[config.mk]
export PLATFORM = sky130hd
export DESIGN_NAME = keypad_entry_decoder
export DESIGN_NICKNAME = d
export VERILOG_FILES = /design/src/rtl/keypad_entry_decoder_pkg.sv /design/src/rtl/keypad_entry_decoder_debouncer.sv /design/src/rtl/keypad_entry_decoder.sv
export SDC_FILE = /design/constraint.sdc
export NUM_CORES = 1
export LEC_CHECK = 0
export BUFFER_PORTS_ARGS = -buffer_cell sky130_fd_sc_hd__clkbuf_2
export CORE_MARGIN = 2
export CORE_UTILIZATION = 50
export DETAILED_ROUTE_END_ITERATION = 10
export PLACE_DENSITY = 0.71
export SYNTH_ARGS = -nofsm -noshare
export SYNTH_HDL_FRONTEND = slang
export SYNTH_SLANG_ARGS = --single-unit
[constraint.sdc]
create_clock -name i_clk -period 2.3 [get_ports i_clk]
set_clock_uncertainty 0.15 [all_clocks]
set_input_delay 0.46 -clock i_clk [delete_from_list [all_inputs] [get_ports i_clk]]
set_output_delay 0.46 -clock i_clk [all_outputs]
set_load 0.01 [all_outputs]
[src/rtl/keypad_entry_decoder_pkg.sv]
// Shared key codes, debouncer state encodings and a digit classifier.
// Latency: none (definitions only).
// Backpressure: none (definitions only).
package keypad_entry_decoder_pkg;

  localparam logic [3:0] KEY_STAR = 4'd10;  // backspace
  localparam logic [3:0] KEY_HASH = 4'd11;  // enter
  localparam logic [3:0] KEY_NONE = 4'd14;  // encoder no-key filler, never a legal press

  typedef enum logic [1:0] {
    IDLE     = 2'd0,
    DEBOUNCE = 2'd1,
    HELD     = 2'd2
  } state_t;

  function automatic logic is_digit(input logic [3:0] c);
    return (c <= 4'd9);
  endfunction

endpackage

[src/rtl/keypad_entry_decoder_debouncer.sv]
// Debounces encoder code/valid and emits one registered key event per stable press.
// Latency: key_event rises the cycle after the STABLE_CYCLES-th identical valid sample.
// Backpressure: none; a new press is only taken after STABLE_CYCLES released samples.
module keypad_debouncer
  import keypad_entry_decoder_pkg::*;
#(
  parameter int STABLE_CYCLES = 3
) (
  input  logic       i_clk,
  input  logic       i_rst,
  input  logic [3:0] i_code,
  input  logic       i_valid,
  output logic       o_accept,
  output logic [3:0] o_accept_code,
  output logic       o_key_event,
  output logic [3:0] o_key_code
);

  localparam logic [7:0] STABLE_C = 8'(STABLE_CYCLES);

  state_t     r_state;
  logic [7:0] r_cnt;
  logic [3:0] r_sample;
  logic       r_key_event;
  logic [3:0] r_key_code;

  logic [7:0] w_cnt_inc;
  logic       w_stable_hit;
  logic       w_accept;

  // Saturating increment shared by press and release counting.
  assign w_cnt_inc    = (r_cnt == 8'hFF) ? r_cnt : (r_cnt + 8'd1);
  assign w_stable_hit = (w_cnt_inc >= STABLE_C);

  // Accept strobe for this edge; the top decodes on the same edge key_event is registered.
  always_comb begin
    w_accept = 1'b0;
    case (r_state)
      IDLE:     w_accept = i_valid && (STABLE_C == 8'd1);
      DEBOUNCE: w_accept = i_valid && (i_code == r_sample) && w_stable_hit;
      default:  w_accept = 1'b0;
    endcase
  end

  // Press/release FSM with registered event outputs; r_cnt is the release counter in HELD.
  always_ff @(posedge i_clk or posedge i_rst) begin
    if (i_rst) begin
      r_state     <= IDLE;
      r_cnt       <= 8'd0;
      r_sample    <= 4'd0;
      r_key_event <= 1'b0;
      r_key_code  <= 4'd0;
    end else begin
      r_key_event <= 1'b0;
      if (w_accept) begin
        r_key_event <= 1'b1;
        r_key_code  <= i_code;
      end
      case (r_state)
        IDLE: begin
          if (i_valid) begin
            r_sample <= i_code;
            if (w_accept) begin
              r_state <= HELD;
              r_cnt   <= 8'd0;
            end else begin
              r_state <= DEBOUNCE;
              r_cnt   <= 8'd1;
            end
          end
        end
        DEBOUNCE: begin
          if (!i_valid) begin
            r_state <= IDLE;
            r_cnt   <= 8'd0;
          end else if (i_code != r_sample) begin
            r_sample <= i_code;
            r_cnt    <= 8'd1;
          end else if (w_accept) begin
            r_state <= HELD;
            r_cnt   <= 8'd0;
          end else begin
            r_cnt <= w_cnt_inc;
          end
        end
        HELD: begin
          if (i_valid) begin
            r_cnt <= 8'd0;
          end else if (w_stable_hit) begin
            r_state <= IDLE;
            r_cnt   <= 8'd0;
          end else begin
            r_cnt <= w_cnt_inc;
          end
        end
        default: begin
          r_state <= IDLE;
          r_cnt   <= 8'd0;
        end
      endcase
    end
  end

  assign o_accept      = w_accept;
  assign o_accept_code = i_code;
  assign o_key_event   = r_key_event;
  assign o_key_code    = r_key_code;

endmodule

[src/rtl/keypad_entry_decoder.sv]
// Debounced keypad entry: decodes accepted keys into a PIN buffer for the lock controller.
// Latency: buffer, pin_ready and err_pulse update on the same edge that raises key_event.
// Backpressure: none; presses while pin_ready is set are reported but do not touch the buffer.
module keypad_entry_decoder
  import keypad_entry_decoder_pkg::*;
#(
  parameter int PIN_LEN       = 4,
  parameter int STABLE_CYCLES = 3,
  localparam int CW           = $clog2(PIN_LEN + 1)
) (
  input  logic                   i_clk,
  input  logic                   i_rst,
  input  logic [3:0]             i_code,
  input  logic                   i_valid,
  input  logic                   i_clear,
  input  logic                   i_ack,
  output logic                   o_key_event,
  output logic [3:0]             o_key_code,
  output logic [4*PIN_LEN-1:0]   o_pin,
  output logic [CW-1:0]          o_digit_count,
  output logic                   o_pin_ready,
  output logic                   o_err_pulse
);

  localparam int PW = 4 * PIN_LEN;

  logic          w_accept;
  logic [3:0]    w_acc_code;
  logic [PW-1:0] w_digit_ext;
  logic          w_full;
  logic          w_empty;

  logic [PW-1:0] r_pin;
  logic [CW-1:0] r_count;
  logic          r_ready;
  logic          r_err;

  keypad_debouncer #(
    .STABLE_CYCLES (STABLE_CYCLES)
  ) u_debouncer (
    .i_clk         (i_clk),
    .i_rst         (i_rst),
    .i_code        (i_code),
    .i_valid       (i_valid),
    .o_accept      (w_accept),
    .o_accept_code (w_acc_code),
    .o_key_event   (o_key_event),
    .o_key_code    (o_key_code)
  );

  assign w_digit_ext = PW'(w_acc_code);
  assign w_full      = (r_count == CW'(PIN_LEN));
  assign w_empty     = (r_count == '0);

  // PIN buffer: clear beats ack beats decode; the buffer is frozen while a PIN is pending.
  always_ff @(posedge i_clk or posedge i_rst) begin
    if (i_rst) begin
      r_pin   <= '0;
      r_count <= '0;
      r_ready <= 1'b0;
      r_err   <= 1'b0;
    end else begin
      r_err <= 1'b0;
      if (i_clear || (i_ack && r_ready)) begin
        r_pin   <= '0;
        r_count <= '0;
        r_ready <= 1'b0;
      end else if (w_accept && !r_ready) begin
        if (is_digit(w_acc_code)) begin
          // Unused nibbles are zero, so the left shift never loses a held digit.
          if (!w_full) begin
            r_pin   <= (r_pin << 4) | w_digit_ext;
            r_count <= r_count + CW'(1);
          end else begin
            r_err <= 1'b1;
          end
        end else if (w_acc_code == KEY_STAR) begin
          if (!w_empty) begin
            r_pin   <= r_pin >> 4;
            r_count <= r_count - CW'(1);
          end else begin
            r_err <= 1'b1;
          end
        end else if (w_acc_code == KEY_HASH) begin
          if (w_full) begin
            r_ready <= 1'b1;
          end else begin
            r_err <= 1'b1;
          end
        end else begin
          // KEY_NONE and the unassigned codes land here as illegal presses.
          r_err <= 1'b1;
        end
      end
    end
  end

  assign o_pin         = r_pin;
  assign o_digit_count = r_count;
  assign o_pin_ready   = r_ready;
  assign o_err_pulse   = r_err;

endmodule
# After elaboration in Yosys (flattened, before gate mapping)
# Cells that the tools add are included.
# op_classes
addsub	3
order_cmp	2
eq_ne	19
mux	49
n_bitwise	1
reduce_logical	17
# op_table
operator	n
$mux 16	6
$mux 8	7
$pmux 8 s3	1
$mux 3	6
$mux 1	17
$or 16x4->16	1
$mux 2	7
$mux 4	3
$ne 2x2->1 const B	5
$reduce_and 5->1	2
$ne 3x3->1 const B	3
$add 8x1->8 const B	1
$eq 4x4->1 const B	2
$eq 8x8->1 const B	1
$ge 8x2->1 const B	1
$pmux 4 s2	1
$reduce_and 4->1	2
$reduce_bool 2->1	4
$pmux 2 s3	1
$eq 4x4->1	1
$le 4x4->1 const B	1
$logic_and 1x1->1	4
$ne 2x1->1 const B	2
$ne 4x4->1	1
other kinds (11)	11
# totals
reg_bits	40
in_bits	9
out_inout_bits	26
wordCells	100

# Longest topological paths before layout
# Gate-level depths: netlist of run 1.
# logic_depth
word_depth	9
depth_mapped	9
ltp_nobuf	7

# Hierarchy
# Synthesis of run 1 repeated with hierarchy kept, for this count alone.
# unflattened
cells_unflattened	208
hier_area_um2	2188.3
# by_module_without_submodules
module	instances	cells_per_inst	area_each_um2	seq_area_each_um2
keypad_entry_decoder	1	113	1182.4	525.5
keypad_debouncer	1	95	1006.0	475.5

# Worst setup path before layout of run 1
# No wires, ideal clock.
# synth_timing
kind	input -> register
startpoint	input i_code[1]
endpoint	register r_count[2] (netlist: o_digit_count[2])
setup_time_ns	0.118
t_arrival_ns	2.116
required_time_ns	2.032
slack_ns	-0.083
cell_stages	9
path_buffers	2
cell_sequence	clkbuf_1 o21ai_2 buf_2 inv_1 fa_1 xor2_1 nor3_1 a21o_1 nand2_1
# synth_between
elab_chain_cells	7
word_cells_on_any_way	15
cone_classes	order compare (1); eq/ne (4); mux (4); reduce/logical (6)
# synth_lines
item	line	source
from (decl)	keypad_entry_decoder.sv:13	input logic [3:0] i_code,
$eq 4x4->1	keypad_entry_decoder_debouncer.sv:40	DEBOUNCE: w_accept = i_valid && (i_code == r_sample) && w_stable_hit;
$logic_and 1x1->1 (2 in a row)	keypad_entry_decoder_debouncer.sv:40	
$mux 1	keypad_entry_decoder_debouncer.sv:38	case (r_state)
$logic_and 1x1->1	keypad_entry_decoder.sv:68	end else if (w_accept && !r_ready) begin
$reduce_bool 2->1 (no line)	-	
$reduce_and 4->1 (no line)	-	
to (signal assigned)	keypad_entry_decoder.sv:73	r_count <= r_count + CW'(1);
to (signal assigned)	keypad_entry_decoder.sv:80	r_count <= r_count - CW'(1);
to (decl)	keypad_entry_decoder.sv:34	logic [CW-1:0] r_count;
# Several ways; a longest one is shown, not always the timed one. The select of a mux whose other input is x is not followed.
# A chain may end at the register's enable or synchronous reset.

# Final worst setup path of run 1
# layout_timing
startpoint	register u_debouncer.r_cnt[0]
endpoint	register r_pin[0] (netlist: o_pin[0])
# layout_between
elab_chain_cells	8
word_cells_on_any_way	9
cone_classes	add/sub (1); order compare (1); eq/ne (1); mux (2); reduce/logical (4)
# layout_lines
item	line	source
from (decl)	keypad_entry_decoder_debouncer.sv:22	logic [7:0] r_cnt;
from (signal assigned)	keypad_entry_decoder_debouncer.sv:83	r_cnt <= w_cnt_inc;
from (signal assigned)	keypad_entry_decoder_debouncer.sv:93	r_cnt <= w_cnt_inc;
$add 8x1->8 / $eq 8x8->1 (equally long branches)	keypad_entry_decoder_debouncer.sv:32	assign w_cnt_inc = (r_cnt == 8'hFF) ? r_cnt : (r_cnt + 8'd1);
$mux 8 *	keypad_entry_decoder_debouncer.sv:32	
$ge 8x2->1 *	keypad_entry_decoder_debouncer.sv:33	assign w_stable_hit = (w_cnt_inc >= STABLE_C);
$logic_and 1x1->1 *	keypad_entry_decoder_debouncer.sv:40	
$mux 1 *	keypad_entry_decoder_debouncer.sv:38	
$logic_and 1x1->1 *	keypad_entry_decoder.sv:68	
$reduce_bool 2->1 (no line) *	-	
$reduce_and 4->1 (no line) *	-	
to (signal assigned)	keypad_entry_decoder.sv:72	r_pin <= (r_pin << 4) | w_digit_ext;
to (signal assigned)	keypad_entry_decoder.sv:79	r_pin <= r_pin >> 4;
to (decl)	keypad_entry_decoder.sv:33	logic [PW-1:0] r_pin;
# Every way passes the cells marked *; elsewhere a longest branch is shown, timed or not.

==> results of run 1 <==
[metal layers]
metal  vias up  GRT usage (%)  share of wire [%]
met4         0           7.35               0.79
met2        23           32.8                 49
li1        808              -                  -
met3         5           3.41                2.5
met1       814           27.6                 47
met5         -              0                  0
[worst reg2reg max path, stage by stage, from the launching register on]
cell	delay (ns)
dfrtp_2	0.46
ha_4	0.20
nand3b_1	0.07
o21ai_1	0.06
a41o_1	0.23
and3_4	0.17
nor3_4	0.33
clkbuf_16	0.24
mux2i_1	0.18
[cell families (layout without fill, tap and decap cells)]
kind of cell	Yosys count	in the layout	synth area share, %
simple gates	90	90	20.8
flops	40	40	47.6
mux	34	34	17.1
compound gates	22	22	6.96
buf+inv	13	62	3.57
xor+xnor	6	6	2.50
fa+ha+maj	2	2	1.55
[placed cells by master (no fill, tap or decap), types with 2 or more instances in the layout]
cell / count
nand2_1: 54
dfrtp_1: 39
clkbuf_2: 34
mux2i_1: 19
mux2_2: 15
buf_4: 13
and2_1: 9
o21ai_0: 6
clkbuf_8: 6
nor3_1: 5
xor2_1: 5
a211oi_1: 3
nand4_1: 3
inv_1: 3
nor2_1: 3
o211ai_1: 2
nand2b_1: 2
nor3b_1: 2
a21o_1: 2
a21oi_1: 2
nor2b_1: 2
clkbuf_1: 2
clkbuf_16: 2
[repair_timing]
action	in CTS	in global routing
endpoints found under the setup margin	0	18
resized for setup	0	6
buffers inserted	0	4
endpoints found under the hold margin	0	0
[state kept, by name (all words and copies together), names as in the netlist]
name                     count
o_pin                       16
u_debouncer.r_cnt            8
u_debouncer.o_key_code       4
u_debouncer.r_sample         4
o_digit_count                3
u_debouncer.r_state          2
o_err_pulse                  1
o_pin_ready                  1
u_debouncer.o_key_event      1
[cell type report]
class	count	area, um2
fill	365	1450
multi-input combinational	154	1060
sequential	40	1000
timing repair buffer	51	349
clock buffer	8	90.1
tap	50	62.6
inverter	3	11.3
[report_power, final]
part / total (mW) / internal, mW / switching [mW] / leakage (nW)
logic: 0.168 / 0.0728 / 0.0952 / 0.649
registers: 0.743 / 0.726 / 0.0173 / 0.544
clock network: 0.477 / 0.245 / 0.232 / 0.0455
total: 1.39 / 1.04 / 0.345 / 1.24
[per-stage QoR]
step	hold WS [ns]	cell area, um2
after detailed placement	0.334	2370
final	0.115	2570
after global placement	0.332	2370
after floorplan	0.315	2110
after global routing	0.168	2570
after CTS	0.133	2460
[worst max path at each step]
stage,slack [ns],end
3_3_place_gp,0.07,o_digit_count[2]
4_1_cts,0.08,o_pin[13]
2_1_floorplan,0.01,o_digit_count[2]
6_report,0.13,o_pin[0]
5_1_grt,-0.01,o_pin[5]
3_5_place_dp,0.11,u_debouncer.o_key_code[2]
==> results.yml, run 1 <==
outcome:
  outcome: "complete, no violations"
pwr:
  power_mw: 1.39
  p_per_area_mw_per_mm2: 539
  vdd_ir_drop_max_v: 0.000411
  power_leakage_nw: 1.24
synthesis:
  ys_types: 39
  synth_top_area_cell: "dfrtp_1"
  syn_area_mm2: 0.00210
  syn_avg_cell_area_um2: 10.2
  synth_top_area_share_pct: 47.6
  synth.net_count: 218
  syn_inst: 207
  post-synth-top-count-cell: "nand2_1"
  ys_async_sr_fraction_pct: 100
  synth_seq_area_share_pct: 47.6
  ys.flop_type: "dfrtp_1"
  yosys_warnings: 0
  synth_commonest_cells: "54 x nand2_1, 40 x dfrtp_1, 19 x mux2i_1"
  synth_seq_cells: 40
  synth.area.top_cells: "dfrtp_1 48%, nand2_1 9.6%, mux2i_1 9.0%"
  synth_edf_count: 0
setup_path:
  cp_num_cells: 8
  reg2regPathDepth: 8
  critical_path_arrival_ns: 2.24
  worstPathMaxFanout: 6
  cp_top_family: "simple AND/OR/NAND/NOR gates"
  critPathLaunch: "u_debouncer.r_cnt[0]"
  crit_required_ns: 2.36
  slowest_delay_ns: 0.46
  end_kind: "flip-flop"
  regToRegEndpoint: "o_pin[0]"
  start_kind: "flip-flop"
  critical_path_class: "reg2reg"
  crit_path_top_delay_cell: "dfrtp_2"
  path_cells: "ha_4, nand3b_1, o21ai_1, a41o_1, and3_4, nor3_4, clkbuf_16, mux2i_1"
  r2r_start: "u_debouncer.r_cnt[0]"
  rrSetupSlack_ns: 0.13
  path_buf_inv: 1
timing:
  hold_violations: 0
  setup_ws_ns: 0.127
  fin_setup_tns_ns: 0
  period_share_pct: 94.5
  timing.fmax_ghz: 0.460
  period_needed_ns: 2.17
  setup_viol: 0
  slew_headroom_pct: 53.8
  timing.final.max_slew_violations: 0
  worst_pin_slew_ns: 0.687
clocking:
  hold_buffers: 0
  cts_tree: "yes"
  numCtsBuffers: 5
  cts_root_buffer: "clkbuf_8"
  path_clk_slew_ns: 0.08
  h-tree-depth: 2
  cts_sinks: 40
  insertion_delay_ns: 0.29
  clock_path_buffers: 2
route:
  firstDrtPassIters: 4
  wl_per_cell_um: 14.9
  route.detailed.drc: 0
  drt-initial-drc-count: 58
  routed_wl_um: 4570
  ant_nets: 0
  via_count: 1650
  vias_per_cell: 5.39
global_route:
  grt_pass1_wl_um: 7040
  grt_pass1_vias: 1487
  grt_overflow: 0
  track_usage_pct: 20.3
  grt_antenna_before_repair: 0
  grt_max_degree: 41
place:
  dp_cells: 291
  io_buffers: 34
  gp_congestion: 0.842
  dp_hpwl_um: 3050
  dp_slack_ns: 0.109
floorplanning:
  ioPinCount: 35
  die_area_mm2: 0.00474
  chipWidth_um: 68.9
  core_area_mm2: 0.00403
  initial_core_util_pct: 52.2
  rows: 23
  die_h_um: 68.9
cells_and_area:
  area_growth_pct: 22.4
  fin_util_pct: 63.9
  finalNonFillerCells: 306
  fin_nets: 266
  final_layout_size_suffix_gt1_share_pct: 31.3
  num_antenna_cells: 0
min_path:
  hp-class: "in2async"
run:
  max-cap-violations: 0
(Power assumes the default switching activity.)
==> run 2, diff against run 1 <==
--- a/config.mk
+++ b/config.mk
@@ -9,6 +9,7 @@
 export CORE_MARGIN = 2
 export CORE_UTILIZATION = 50
 export DETAILED_ROUTE_END_ITERATION = 10
+export GPL_TIMING_DRIVEN = 1
 export PLACE_DENSITY = 0.71
 export SYNTH_ARGS = -nofsm -noshare
 export SYNTH_HDL_FRONTEND = slang
==> constraint.sdc (replaced) <==
create_clock -name i_clk -period 2.1 [get_ports i_clk]
set_clock_uncertainty 0.15 [all_clocks]
set_input_delay 0.42 -clock i_clk [delete_from_list [all_inputs] [get_ports i_clk]]
set_output_delay 0.42 -clock i_clk [all_outputs]
set_load 0.01 [all_outputs]
==> results.yml, run 2 (same netlist as run 1, synthesis figures left out) <==
outcome:
  outcome: "complete, no violations"
clocking:
  numCtsBuffers: 5
  cts_sinks: 40
  h-tree-depth: 2
  cts_tree: "yes"
  hold_buffers: 0
  clock_path_buffers: 2
  insertion_delay_ns: 0.29
  cts_root_buffer: "clkbuf_8"
  path_clk_slew_ns: 0.07
route:
  route.detailed.drc: 0
  routed_wl_um: 4550
  drt-initial-drc-count: 97
  ant_nets: 0
  firstDrtPassIters: 4
  vias_per_cell: 5.33
  via_count: 1696
  wl_per_cell_um: 14.3
cells_and_area:
  final_cell_mix: "53 x nand2_1, 40 x dfrtp_1, 34 x clkbuf_2"
  num_antenna_cells: 0
  final_layout_size_suffix_gt1_share_pct: 35.4
  fin_nets: 278
  largest_reg_flops: 16
  finalNonFillerCells: 318
  fin_util_pct: 67.0
  final_common_cell: "nand2_1"
  area_growth_pct: 28.4
timing:
  slew_headroom_pct: 66.5
  period_needed_ns: 2.10
  timing.final.max_slew_violations: 0
  worst_pin_slew_ns: 0.503
  whs_ns: 0.0658
  period_share_pct: 99.8
  setup_ws_ns: 0.00440
  timing.fmax_ghz: 0.477
  hold_violations: 0
  setup_viol: 0
  grt_setup_unrepaired: "yes"
floorplanning:
  ioPinCount: 35
  chipWidth_um: 68.9
  die_h_um: 68.9
  rows: 23
  core_area_mm2: 0.00403
  initial_core_util_pct: 52.2
  die_area_mm2: 0.00474
setup_path:
  end_kind: "flip-flop"
  start_kind: "flip-flop"
  critical_path_class: "reg2reg"
  critical_path_arrival_ns: 2.16
  worstPathMaxFanout: 5
  crit_required_ns: 2.17
global_route:
  grt_overflow: 0
  grt_antenna_before_repair: 0
  track_usage_pct: 21.1
  grt_pass1_wl_um: 7340
  grt_max_degree: 41
  grt_pass1_vias: 1572
place:
  gp_congestion: 0.903
  dp_hpwl_um: 3120
  dp_slack_ns: -0.0249
  io_buffers: 34
  dp_cells: 304
pwr:
  vdd_ir_drop_max_v: 0.000382
  power_mw: 1.57
  power_leakage_nw: 1.31
  p_per_area_mw_per_mm2: 579
min_path:
  hp-class: "in2async"
run:
  max-cap-violations: 0
run 2: metrics by stage:
step | TNS, ns | area, um2
2_1_floorplan | -0.0179 | 2150
5_1_grt | -1.27 | 2700
6_report | 0 | 2700
3_3_place_gp | 0 | 2480
4_1_cts | 0 | 2580
3_5_place_dp | -0.0719 | 2480
run 2: path summary, 6_finish.rpt:
kind / startpoint / to / slack (ns) / cells past startpoint
setup / recovery: u_debouncer.r_cnt[0] / o_pin[0] / 0.004 / 9
hold / removal: i_rst / o_pin[8] / 0.07 / 3
setup reg to reg: u_debouncer.r_cnt[0] / o_pin[0] / 0.004 / 9
hold reg to reg: u_debouncer.r_sample[1] / u_debouncer.r_sample[1] / 0.36 / 2
max in group asynchronous: i_rst / u_debouncer.r_state[0] / 1.38 / 3
min in group i_clk: i_clear / o_err_pulse / 0.26 / 4
run 2: worst max-delay path, stage by stage (launching register included):
cell and delay (ns):
dfrtp_1 0.45, buf_6 0.13, and4_4 0.21, a211oi_1 0.07, a41o_1 0.22, and3_4 0.17, nor3_4 0.14, buf_12 0.15
clkbuf_16 0.14, mux2i_1 0.18
run 2: layout make-up:
type | count | area (um2)
Tap cell | 50 | 62.6
Timing Repair Buffer | 63 | 455
Clock buffer | 7 | 86.3
Fill cell | 329 | 1330
Inverter | 3 | 13.8
Multi-Input combinational cell | 154 | 1070
Sequential cell | 40 | 1000
Clock inverter | 1 | 7.51
run 2: report_power, final:
part           leakage (nW)  total, mW  switching (mW)  internal (mW)
clock                0.0445      0.533           0.266          0.267
sequential            0.545      0.813          0.0186          0.794
combinational         0.720      0.219           0.116          0.103
total                  1.31       1.57           0.401           1.16
run 2: per-layer routing:
layer | global-route usage, % | up-vias | share of wire (%)
li1 | - | 830 | -
met1 | 27.8 | 821 | 47
met2 | 34.4 | 37 | 49
met3 | 5.52 | 8 | 3.7
met4 | 5.64 | 0 | 0.99
met5 | 0 | - | 0
run 2: what timing repair did:
action	CTS	global route
gates resized for setup	2	6
pin swaps	0	3
buffers inserted	0	3
cloned	0	3
setup endpoints to repair	9	22
